==> config.mk <==
export PLATFORM = sky130hd
export DESIGN_NAME = pipe_stage_buffer
export DESIGN_NICKNAME = d
export VERILOG_FILES = /design/src/rtl/pipe_stage_buffer_pkg.sv /design/src/rtl/pipe_stage_buffer_slot.sv /design/src/rtl/pipe_stage_buffer.sv
export SDC_FILE = /design/constraint.sdc
export NUM_CORES = 1
export LEC_CHECK = 0
export ABC_CLOCK_PERIOD_IN_PS = 1750
export BUFFER_PORTS_ARGS = -buffer_cell sky130_fd_sc_hd__buf_2
export CORE_MARGIN = 3
export CORE_UTILIZATION = 45
export CTS_CLUSTER_DIAMETER = 30
export CTS_CLUSTER_SIZE = 16
export DETAILED_ROUTE_END_ITERATION = 8
export GPL_TIMING_DRIVEN = 0
export PLACE_DENSITY = 0.88
export SYNTH_ARGS = -nofsm -noshare
export SYNTH_HDL_FRONTEND = slang
export SYNTH_SLANG_ARGS = --single-unit
==> constraint.sdc <==
create_clock -name CLK -period 1.75 [get_ports CLK]
set_input_delay 0.0875 -clock CLK [delete_from_list [all_inputs] [get_ports CLK]]
set_output_delay 0.0875 -clock CLK [all_outputs]
set_load 0.05 [all_outputs]
==> src/rtl/pipe_stage_buffer_pkg.sv <==
// Shared definitions for the pipeline stage buffer: skid FSM states and the debug fill pattern.
// The fill helper widens the 32-bit pattern so any payload width up to FILL_MAX_W can slice it.
package pipe_stage_buffer_pkg;

    typedef enum logic [1:0] {
        EMPTY = 2'd0,
        ONE   = 2'd1,
        TWO   = 2'd2
    } skid_state_t;

    localparam logic [31:0] PIPE_DEBUG_FILL = 32'h2A2A_2A2A;
    localparam int          FILL_MAX_W      = 1024;

    // Repeats the pattern from the LSB upward; callers keep the low DATA_W bits,
    // so a payload that is not a multiple of 32 loses the pattern's MSB end.
    function automatic logic [FILL_MAX_W-1:0] replicate_fill(input logic [31:0] pattern);
        logic [FILL_MAX_W-1:0] result;
        result = '0;
        for (int i = 0; i < FILL_MAX_W / 32; i++) begin
            result[i*32 +: 32] = pattern;
        end
        return result;
    endfunction

endpackage

==> src/rtl/pipe_stage_buffer_slot.sv <==
// One held pipeline entry: valid bit, state-changing control bits and payload.
// Reset/flush and consume both drop the control bits so a bubble can never carry an enable.
module pipe_slot #(
    parameter int                CTRL_W = 8,
    parameter int                DATA_W = 128,
    parameter logic [DATA_W-1:0] FILL   = '0
) (
    input  logic              clk,
    input  logic              rst,
    input  logic              flush,
    input  logic              load,
    input  logic              clear,
    input  logic [CTRL_W-1:0] load_ctrl,
    input  logic [DATA_W-1:0] load_data,
    output logic              valid,
    output logic [CTRL_W-1:0] ctrl,
    output logic [DATA_W-1:0] data
);

    // NOTE: state is updated with non-blocking assignments so every slot samples
    // its neighbours' pre-edge values; this is what makes main <= skid a clean shift.
    always_ff @(posedge clk) begin
        if (rst || flush) begin
            valid <= 1'b0;
            ctrl  <= '0;
            data  <= FILL;
        end else if (load) begin
            valid <= 1'b1;
            ctrl  <= load_ctrl;
            data  <= load_data;
        end else if (clear) begin
            // Payload is deliberately kept; only the valid and enables go away.
            valid <= 1'b0;
            ctrl  <= '0;
        end
    end

endmodule

==> src/rtl/pipe_stage_buffer.sv <==
// Parametrised pipeline stage register with valid/ready handshake, synchronous flush
// and an optional second (skid) entry that turns In_Ready into a registered signal.
module pipe_stage_buffer
    import pipe_stage_buffer_pkg::*;
#(
    parameter int          CTRL_W     = 8,
    parameter int          DATA_W     = 128,
    parameter int          SKID_EN    = 0,
    parameter logic [31:0] DEBUG_FILL = PIPE_DEBUG_FILL
) (
    input  logic              CLK,
    input  logic              RST,
    input  logic              Flush,
    input  logic              In_Valid,
    output logic              In_Ready,
    input  logic [CTRL_W-1:0] In_Ctrl,
    input  logic [DATA_W-1:0] In_Data,
    output logic              Out_Valid,
    input  logic              Out_Ready,
    output logic [CTRL_W-1:0] Out_Ctrl,
    output logic [DATA_W-1:0] Out_Data,
    output logic [1:0]        Occupancy
);

    localparam logic [FILL_MAX_W-1:0] FILL_FULL = replicate_fill(DEBUG_FILL);
    localparam logic [DATA_W-1:0]     FILL      = FILL_FULL[DATA_W-1:0];

    logic              main_valid;
    logic [CTRL_W-1:0] main_ctrl;
    logic [DATA_W-1:0] main_data;
    logic              in_fire;
    logic              out_fire;

    // Outputs come straight from the main entry register: no In->Out combinational path.
    assign Out_Valid = main_valid;
    assign Out_Ctrl  = main_ctrl;
    assign Out_Data  = main_data;

    assign in_fire  = In_Valid & In_Ready;
    assign out_fire = main_valid & Out_Ready;

    generate
        if (SKID_EN == 0) begin : g_single
            logic main_load;
            logic main_clear;

            // A new entry may replace the head in the same cycle it leaves.
            assign In_Ready   = ~main_valid | Out_Ready;
            assign main_load  = in_fire;
            assign main_clear = out_fire & ~in_fire;
            assign Occupancy  = {1'b0, main_valid};

            pipe_slot #(
                .CTRL_W (CTRL_W),
                .DATA_W (DATA_W),
                .FILL   (FILL)
            ) u_main (
                .clk       (CLK),
                .rst       (RST),
                .flush     (Flush),
                .load      (main_load),
                .clear     (main_clear),
                .load_ctrl (In_Ctrl),
                .load_data (In_Data),
                .valid     (main_valid),
                .ctrl      (main_ctrl),
                .data      (main_data)
            );
        end else begin : g_skid
            skid_state_t       state;
            skid_state_t       state_next;
            logic              in_ready_q;
            logic              main_load;
            logic              main_clear;
            logic              main_from_skid;
            logic              skid_load;
            logic              skid_clear;
            logic              skid_valid;
            logic [CTRL_W-1:0] skid_ctrl;
            logic [DATA_W-1:0] skid_data;
            logic [CTRL_W-1:0] main_ctrl_in;
            logic [DATA_W-1:0] main_data_in;

            // NOTE: every output of this block is given a default first, so no path
            // through the case statement can leave a value held and infer a latch.
            always_comb begin
                state_next     = state;
                main_load      = 1'b0;
                main_clear     = 1'b0;
                main_from_skid = 1'b0;
                skid_load      = 1'b0;
                skid_clear     = 1'b0;
                case (state)
                    EMPTY: begin
                        if (in_fire) begin
                            state_next = ONE;
                            main_load  = 1'b1;
                        end
                    end
                    ONE: begin
                        if (in_fire && !out_fire) begin
                            state_next = TWO;
                            skid_load  = 1'b1;
                        end else if (out_fire && !in_fire) begin
                            state_next = EMPTY;
                            main_clear = 1'b1;
                        end else if (in_fire && out_fire) begin
                            main_load = 1'b1;
                        end
                    end
                    TWO: begin
                        // In_Ready is low here, so only the drain can happen.
                        if (out_fire) begin
                            state_next     = ONE;
                            main_load      = 1'b1;
                            main_from_skid = 1'b1;
                            skid_clear     = 1'b1;
                        end
                    end
                    default: state_next = EMPTY;
                endcase
            end

            always_ff @(posedge CLK) begin
                if (RST || Flush) begin
                    state      <= EMPTY;
                    in_ready_q <= 1'b1;
                end else begin
                    state      <= state_next;
                    in_ready_q <= (state_next != TWO);
                end
            end

            assign In_Ready     = in_ready_q;
            assign main_ctrl_in = main_from_skid ? skid_ctrl : In_Ctrl;
            assign main_data_in = main_from_skid ? skid_data : In_Data;
            assign Occupancy    = 2'(main_valid) + 2'(skid_valid);

            pipe_slot #(
                .CTRL_W (CTRL_W),
                .DATA_W (DATA_W),
                .FILL   (FILL)
            ) u_main (
                .clk       (CLK),
                .rst       (RST),
                .flush     (Flush),
                .load      (main_load),
                .clear     (main_clear),
                .load_ctrl (main_ctrl_in),
                .load_data (main_data_in),
                .valid     (main_valid),
                .ctrl      (main_ctrl),
                .data      (main_data)
            );

            pipe_slot #(
                .CTRL_W (CTRL_W),
                .DATA_W (DATA_W),
                .FILL   (FILL)
            ) u_skid (
                .clk       (CLK),
                .rst       (RST),
                .flush     (Flush),
                .load      (skid_load),
                .clear     (skid_clear),
                .load_ctrl (In_Ctrl),
                .load_data (In_Data),
                .valid     (skid_valid),
                .ctrl      (skid_ctrl),
                .data      (skid_data)
            );
        end
    endgenerate

endmodule

=== Yosys cells after proc, flatten, opt, wreduce, memory -nomap -nowiden ===
Cells that the tools add are included.

* Bits in registers: 137
* Output and inout bits: 140
* Logic and storage cells: 15

* Multiplexer cells: 4
* Bitwise logic cells: 6
* Reductions and logical operators: 2

{| class="wikitable"
|+ Operator list
! operator !! number
|-
| 2-to-1 mux 8 bit || 2
|-
| bitwise AND 1 bit || 3
|-
| 2-to-1 mux 1 bit || 2
|-
| NOT 1 bit || 2
|-
| nonzero test 2 bit || 1
|-
| logical OR 1 bit || 1
|-
| OR 1 bit || 1
|}

=== Longest topological paths before layout ===
Gate-level depths: netlist of the first run.

* Depth in word-level cells: 7
* Depth in mapped cells: 7

=== Cells and area by module ===
A second synthesis of the first run with hierarchy kept.

* Cells, all modules: 459
* Area, all modules: 4978.5 um^2

{| class="wikitable"
|+ Modules (own cells, without submodules)
! module !! times used !! cells an instance !! area an instance (um^2) !! seq. area each (um^2)
|-
| pipe_slot || 1 || 452 || 4929.7 || 2742.6
|-
| pipe_stage_buffer || 1 || 7 || 48.8 || 0.0
|}

=== Worst setup path before layout of the first run ===
No wires, ideal clock.

* Path kind: flip-flop to flip-flop
* From: register g_single.u_main.valid
* To: register g_single.u_main.data[101]
* Setup time: 0.137 ns
* Arrival time: 1.620 ns
* Setup slack: -0.007 ns
* Stages on the path, launching flop included: 7
* Path buffers: 2
* Path through: dfxtp_1 nor2b_4 inv_2 buf_4 buf_2 nand3_1 nand3_1

* Longest elaborated chain between the ends: 3

{| class="wikitable"
|+ RTL lines
! what !! RTL line !! source
|-
| from (decl) || pipe_stage_buffer_slot.sv:15 || <nowiki>output logic valid,</nowiki>
|-
| from (signal assigned) || pipe_stage_buffer_slot.sv:24 || <nowiki>valid <= 1'b0;</nowiki>
|-
| from (signal assigned) || pipe_stage_buffer_slot.sv:28 || <nowiki>valid <= 1'b1;</nowiki>
|-
| from (signal assigned) || pipe_stage_buffer_slot.sv:33 || <nowiki>valid <= 1'b0;</nowiki>
|-
| NOT 1 bit || pipe_stage_buffer.sv:48 || <nowiki>assign In_Ready = ~main_valid | Out_Ready;</nowiki>
|-
| OR 1 bit || pipe_stage_buffer.sv:48 ||
|-
| via In_Ready || pipe_stage_buffer.sv:15 || <nowiki>output logic In_Ready,</nowiki>
|-
| bitwise AND 1 bit || pipe_stage_buffer.sv:39 || <nowiki>assign in_fire = In_Valid & In_Ready;</nowiki>
|-
| to (signal assigned) || pipe_stage_buffer_slot.sv:30 || <nowiki>data <= load_data;</nowiki>
|-
| to (decl) || pipe_stage_buffer_slot.sv:17 || <nowiki>output logic [DATA_W-1:0] data</nowiki>
|}

The timed path passes the listed nets, and every way through them passes these cells.
A chain may end at the register's enable or synchronous reset.

=== Final worst setup path of the first run ===
* From: register g_single.u_main.valid
* To: output In_Ready

* Longest elaborated chain between the ends: 2

{| class="wikitable"
|+ RTL lines
! what !! RTL line
|-
| NOT 1 bit || pipe_stage_buffer.sv:48
|-
| OR 1 bit || pipe_stage_buffer.sv:48
|-
| to (decl) || pipe_stage_buffer.sv:15
|}

No other way between the ends.

==> results by group, run 1 <==
Status
  – Status: completed

Clock network
  – CTS tree: built
  – Clock Tree Buf Depth: 2
  – Clock latency on the worst-skew pair: 0.42 ns
  – CTS Buf Count: 17
  – CTS clk-pin slew, worst paths: 0.06 ns
  – Clock root buffer: clkbuf_16
  – Post-CTS Setup Bufs: 0
  – H-tree Lvls: 4
  – CTS sink cnt: 137

Setup path
  – CP arrival: 1.62 ns
  – Crit path capture type: output pin
  – CP Launch Type: flop
  – Required time of the critical path: 1.66 ns
  – CP Class: reg -> out
  – Crit-path max FO: 19

Drt
  – Vias/cell: 5.958
  – Routed Antenna Nets: 0
  – Avg WL per Cell: 19.60 µm
  – DR vias: 7287
  – Detailed-route DRC error count: 0
  – Total routed wirelength: 23970 µm
  – First drt pass iteration count: 5
  – Initial DRC Count: 924

Timing
  – Fmax achieved: 587.1 MHz
  – Worst Max-Slew Pin Slew: 0.6357 ns
  – Period minus WS final: 1.703 ns
  – Final setup viols: 0
  – Fin. max-slew vios: 0
  – Max_slew headroom: 0.5762
  – Clock Skews: 0.006426 ns
  – Min Hold Slack: 0.009416 ns
  – Final hold viol count: 0
  – Tcrit/Tclk final: 0.9733
  – Worst Setup Slack, final: 0.04666 ns

Global route
  – Met3 Usage GRT: 0.09474
  – Antenna violations before repair: 1
  – Busiest layer in global routing: met2
  – Grt ovf: 0
  – GR Util met1: 0.3803
  – GRT Overall Usage: 0.3518
  – Vias in the first global route: 7302
  – Met2 Use GR: 0.5995
  – First-pass GRT wire length: 36720 µm
  – Largest net degree at the start of global routing: 20

Cells and area
  – Share of cells above drive strength 1: 0.3383
  – Post-layout util: 0.7658
  – Fill cells: 728
  – Total Nets Final: 1207
  – Layout area overhead: 65.33%

Synthesis
  – Number of flops mapped to enable cells by yosys: 0
  – Simple-gate portion of the synthesized area: 0.1795
  – Mux cell area share after synthesis: 0.01314
  – Warnings from Yosys: 0
  – Area of the mapped netlist: 0.005334 mm²
  – Post-synth top area share: 0.5142
  – Largest area contributor in the netlist: dfxtp_1
  – Post-Syn Instances: 637
  – Cell variety after synth: 20
  – Top_reg_cell synth: dfxtp_1
  – Largest cells by area after synthesis: dfxtp_1 (51%), nand3_1 (17%), o21ai_0 (11%)
  – Compound-gate portion of the synthesized area: 0.2167
  – Post-Synth Adder-Cell Area: 0
  – Yosys reg bits: 137
  – Main combinational cell family by area after synthesis: compound AO/OA/AOI/OAI gates
  – Average size of a mapped cell: 8.373 µm²
  – Count leader, synth: nand3_1
  – Post-synthesis sequential area ratio: 0.5142
  – Post-Synth XOR/XNOR Area: 0
  – Asr flop ratio synth: 0
  – Most instantiated cells after synthesis: nand3_1 (177), dfxtp_1 (137), o21ai_0 (116), a21oi_1 (88), buf_2 (31)
  – Net Count, Synth: 778

Power and ir drop
  – Peak VDD IR: 0.0007762 V
  – Total power: 0.008315 W
  – LEAKAGE: 3.908 nW
  – PD cells: 942.9 mW/mm²

Placement
  – HPWL Detailed: 13020 µm
  – Post-placement worst setup slack: 0.1575 ns
  – GPL Wtd Cong: 0.8425
  – PortBufs: 277

Flow run
  – Max_cap viols: 0

Floorplan
  – Die area: 0.01320 mm²
  – Starting Density: 0.4632
  – I/O pins: 281
  – Total core area: 0.01152 mm²
  – Die H: 114.9 µm
  – Die W: 114.9 µm
  – FP Rows: 39

Hold path
  – Worst hold path type: in -> reg
## layout make-up
cell class                 count  area [µm²]  area share
clock inverter                11       96.34     0.01093
antenna                        1       2.502   0.0002838
inverter                       2       7.507   0.0008513
clock buffer                  21       480.5     0.05448
buffer                        76       391.6     0.04441
sequential                   137        2744      0.3112
multi-input combinational    421        2187      0.2480
tap                          143       178.9     0.02029
timing repair buffer         411        2730      0.3096
## cell usage in the layout (no fill, tap or decap), drive strengths merged
cell / netlist / routed
nor2: 2 / 2
or2: 8 / 8
mux2i: 7 / 7
conb: 1 / 1
dlygate4sd3: 0 / 134
inv: 2 / 2
clkbuf: 31 / 52
a21oi: 89 / 89
clkinv: 0 / 5
buf: 46 / 322
diode: 0 / 1
bufinv: 0 / 1
o21ai: 129 / 129
a32oi: 7 / 7
clkinvlp: 0 / 5
nand3: 177 / 177
dfxtp: 137 / 137
nor2b: 1 / 1
## report_power, final
| group | switching, W | total [W] | internal [W] |
|---|---|---|---|
| Sequential | 0.0000659 | 0.00330 | 0.00324 |
| Combinational | 0.000959 | 0.00152 | 0.000561 |
| Clock | 0.00140 | 0.00349 | 0.00209 |
## critical path, cell delays in order, from the launching register on
cell	delay (ns)
dfxtp_2	0.38
nor2b_4	0.15
inv_2	0.11
buf_4	0.29
buf_4	0.26
## path summary, 6_finish.rpt
path	start	endpoint	slack, ns	cells after the start
setup / recovery	g_single.u_main.valid	In_Ready	0.05	4
hold / removal	In_Ctrl[5]	g_single.u_main.ctrl[5]	0.009	3
setup reg to reg	g_single.u_main.valid	g_single.u_main.data[63]	0.07	6
hold reg to reg	g_single.u_main.data[110]	g_single.u_main.data[110]	0.48	2
## cells by family (layout without fill, tap and decap cells)
logic type,count (synthesis),after routing
AOI/OAI and AO/OA,225,225
and+or+nand+nor,188,188
DFF,137,137
buffers and inverters,79,521
muxes,7,7
other,1,2
## metrics by stage
step	cells	cell area (µm²)	setup TNS [ns]
after floorplan	637	5335	0
after global placement	1057	6900	0
after detailed placement	1057	6900	0
after CTS	1222	8816	0
after global routing	1223	8818	-0.003923
final	1223	8818	0
## sequential cells by signal, summed over array words and instances (netlist names)
signal                 flops
g_single.u_main.data     128
g_single.u_main.ctrl       8
g_single.u_main.valid      1
## metal layers
| metal | up-vias | wire (µm) |
|---|---|---|
| li1 | 3139 | - |
| met1 | 3406 | 8413 |
| met2 | 594 | 11550 |
| met3 | 148 | 2481 |
| met4 | 0 | 1525 |
| met5 | - | 0 |
## timing repair
item,4_1_cts,5_1_grt
setup endpoints to repair,1,0
hold endpoints to repair,134,0
hold buffers,134,0
gates resized for setup,1,0
No activity file was read; power rests on OpenSTA's default activity.
==> run 2: changes to the inputs <==
--- a/config.mk
+++ b/config.mk
@@ -7,8 +7,8 @@
 export LEC_CHECK = 0
 export ABC_CLOCK_PERIOD_IN_PS = 1750
 export BUFFER_PORTS_ARGS = -buffer_cell sky130_fd_sc_hd__buf_2
-export CORE_MARGIN = 3
-export CORE_UTILIZATION = 45
+export CORE_MARGIN = 2
+export CORE_UTILIZATION = 44
 export CTS_CLUSTER_DIAMETER = 30
 export CTS_CLUSTER_SIZE = 16
 export DETAILED_ROUTE_END_ITERATION = 8
@@ -16,4 +16,5 @@
 export PLACE_DENSITY = 0.88
 export SYNTH_ARGS = -nofsm -noshare
 export SYNTH_HDL_FRONTEND = slang
+export SYNTH_HIERARCHICAL = 1
 export SYNTH_SLANG_ARGS = --single-unit
==> run 2 against run 1 <==
  * Non-clock buffer count is 39 lower
  * Synthesized cell count shrank 28%
  * Critical endpoint is now g_single.u_main/data[84]
  * Cell area decreased by 3.1%
  * Count of clock-buffer cells in the layout is 1 lower
  * Via count fell by 29%
  * Total power up 2.1%
==> results by group, run 2 <==
Status
  – Status: completed

Cells and area
  – Commonest non-fill, non-tap cell in the layout: buf_2
  – Non-Filler Instances: 1046
  – Fill cells: 620
  – Total Nets Final: 1034
  – Layout area overhead: 71.73%
  – Largest regs: g_single.u_main/data: 128 flops, g_single.u_main/ctrl: 8 flops, g_single.u_main/valid: 1 flops
  – Share of cells above drive strength 1: 0.3731
  – Commonest non-fill, non-tap cells in the layout: buf_2 (281), dfxtp_1 (136), dlygate4sd3_1 (136), mux2i_1 (126), nor2_1 (82)
  – Largest Register: g_single.u_main/data
  – Post-route cell area: 0.008549 mm²
  – Max reg flops: 128
  – Number of diodes: 0

Synthesis
  – Area of the mapped netlist: 0.004979 mm²
  – Warnings from Yosys: 6
  – Average size of a mapped cell: 10.85 µm²
  – Most instantiated cells after synthesis: dfxtp_1 (137), mux2i_1 (128), nor2_1 (82), nand2_1 (57), buf_6 (18)
  – Post-Syn Instances: 459
  – Main combinational cell family by area after synthesis: multiplexers
  – Post-synthesis sequential area ratio: 0.5509
  – Count leader, synth: dfxtp_1
  – Yosys reg bits: 137
  – Largest area contributor in the netlist: dfxtp_1
  – Top_reg_cell synth: dfxtp_1
  – Asr flop ratio synth: 0
  – Post-Synth Adder-Cell Area: 0
  – Number of flops mapped to enable cells by yosys: 0
  – Net Count, Synth: 600
  – Compound-gate portion of the synthesized area: 0.009550
  – Mux cell area share after synthesis: 0.2574
  – Largest cells by area after synthesis: dfxtp_1 (55%), mux2i_1 (26%), nor2_1 (6.2%)
  – Post-Synth XOR/XNOR Area: 0
  – Post-synth top area share: 0.5509
  – Simple-gate portion of the synthesized area: 0.1259
  – Cell variety after synth: 16

Drt
  – Avg WL per Cell: 17.67 µm
  – Detailed-route DRC error count: 0
  – Total routed wirelength: 18480 µm
  – Routed Antenna Nets: 0
  – First drt pass iteration count: 5
  – Vias/cell: 4.967
  – DR vias: 5195
  – Initial DRC Count: 313

Timing
  – Tcrit/Tclk final: 0.9264
  – Final setup viols: 0
  – RSZ-0062 raised after global routing: no
  – Fmax achieved: 616.9 MHz
  – Worst Setup Slack, final: 0.1289 ns
  – Fin. max-slew vios: 0
  – Final hold viol count: 0
  – TNS Setup: 0 ns
  – Clock Skews: 0.005160 ns
  – Period minus WS final: 1.621 ns

Clock network
  – CTS Buf Count: 17
  – CTS clk-pin slew, worst paths: 0.06 ns
  – H-tree Lvls: 4
  – Clock latency on the worst-skew pair: 0.40 ns
  – Clock Tree Buf Depth: 2
  – Clock root buffer: clkbuf_16
  – CTS tree: built
  – Post-CTS Setup Bufs: 0
  – CTS sink cnt: 137

Placement
  – Placed Instance Area: 0.006551 mm²
  – Placed Cells incl. Taps: 878
  – GPL Wtd Cong: 0.7825
  – Post-placement worst setup slack: 0.1911 ns
  – PortBufs: 279
  – HPWL Detailed: 9892 µm

Hold path
  – Beginning of the worst hold path: RST
  – Hold Path Depth: 4
  – Worst Hold End: g_single.u_main/data[17]
  – Worst hold path type: in -> reg

Setup path
  – Worst R2R Path Depth: 7
  – Worst R2R Start: g_single.u_main/valid
  – CP Class: reg -> reg
  – Required time of the critical path: 2.00 ns
  – Worst R2R Setup Slack: 0.13 ns
  – Crit path capture type: flop
  – R2r endpoint: g_single.u_main/data[84]
  – CP Launch Type: flop
  – Crit-path max FO: 10
  – CP arrival: 1.87 ns

Global route
  – GRT Overall Usage: 0.2971
  – First-pass GRT wire length: 27230 µm
  – Largest net degree at the start of global routing: 17
  – Vias in the first global route: 5637
  – Antenna violations before repair: 0
  – Grt ovf: 0

Floorplan
  – Total core area: 0.01094 mm²
  – FP Rows: 38
  – I/O pins: 281
  – Starting Density: 0.4553
  – Die H: 110.4 µm
  – Die area: 0.01218 mm²
  – Die W: 110.4 µm

Power and ir drop
  – LEAKAGE: 4.217 nW
  – Peak VDD IR: 0.0007219 V
  – PD cells: 992.8 mW/mm²

Flow run
  – Max_cap viols: 0
-- run 2: repair_timing --
action | CTS | global route
endpoints found under the hold margin | 136 | 0
hold buffers | 136 | 0
setup endpoints to repair | 0 | 2
gates resized for setup | 0 | 3
-- run 2: worst max-delay path by stage --
stage	start	to	slack (ns)	cells after the start
after floorplan	g_single.u_main/valid	g_single.u_main/data[45]	0.10	7
after global placement	g_single.u_main/valid	g_single.u_main/data[125]	0.26	7
after detailed placement	g_single.u_main/valid	g_single.u_main/data[21]	0.19	7
after CTS	g_single.u_main/valid	g_single.u_main/data[21]	0.16	7
after global routing	g_single.u_main/valid	g_single.u_main/data[70]	0.05	7
final	g_single.u_main/valid	g_single.u_main/data[84]	0.13	7
-- run 2: cells by family after synthesis --
logic type | after synthesis
mux | 128
other cells | 1
flops | 137
compound gates | 9
buf+inv | 33
simple gates | 151
-- run 2: area by class of cell --
cell class / count / area (µm²) / share of cell area
repair buffers: 415 / 2758 / 0.3226
clock buffers: 20 / 446.7 / 0.05225
plain buffers: 33 / 276.5 / 0.03234
multi-input cells: 289 / 1976 / 0.2311
clock inverters: 12 / 173.9 / 0.02034
flip-flops and latches: 137 / 2744 / 0.3209
well taps: 140 / 175.2 / 0.02049
-- run 2: critical path: stages (launching register included) --
cell and delay, ns:
dfxtp_2 0.36, nand2b_4 0.08, and2_4 0.13, buf_4 0.16, buf_6 0.20, buf_6 0.20
mux2i_2 0.26, nor2_1 0.09
-- run 2: stage by stage --
| step | total power (W) | hold slack [ns] | util |
|---|---|---|---|
| after floorplan | 0.004130 | 0.2155 | - |
| after global placement | 0.004452 | 0.2992 | 0.5991 |
| after detailed placement | 0.004478 | 0.3056 | 0.5991 |
| after CTS | 0.008447 | 0.1239 | 0.7803 |
| after global routing | 0.008762 | 0.1301 | 0.7818 |
| final | 0.008488 | 0.1417 | 0.7818 |
-- run 2: layer usage --
layer / track usage / vias to the layer above / wire, µm
met2: 0.5465 / 314 / 9794
met1: 0.2749 / 2397 / 6196
met5: 0 / - / 0
met3: 0.1105 / 98 / 1549
li1: - / 2386 / -
met4: 0.1857 / 0 / 937
-- run 2: power breakdown --
part	switching, W	internal, W
clock network	0.00134	0.00242
registers	0.0000632	0.00323
logic	0.000819	0.000615
total	0.00222	0.00626
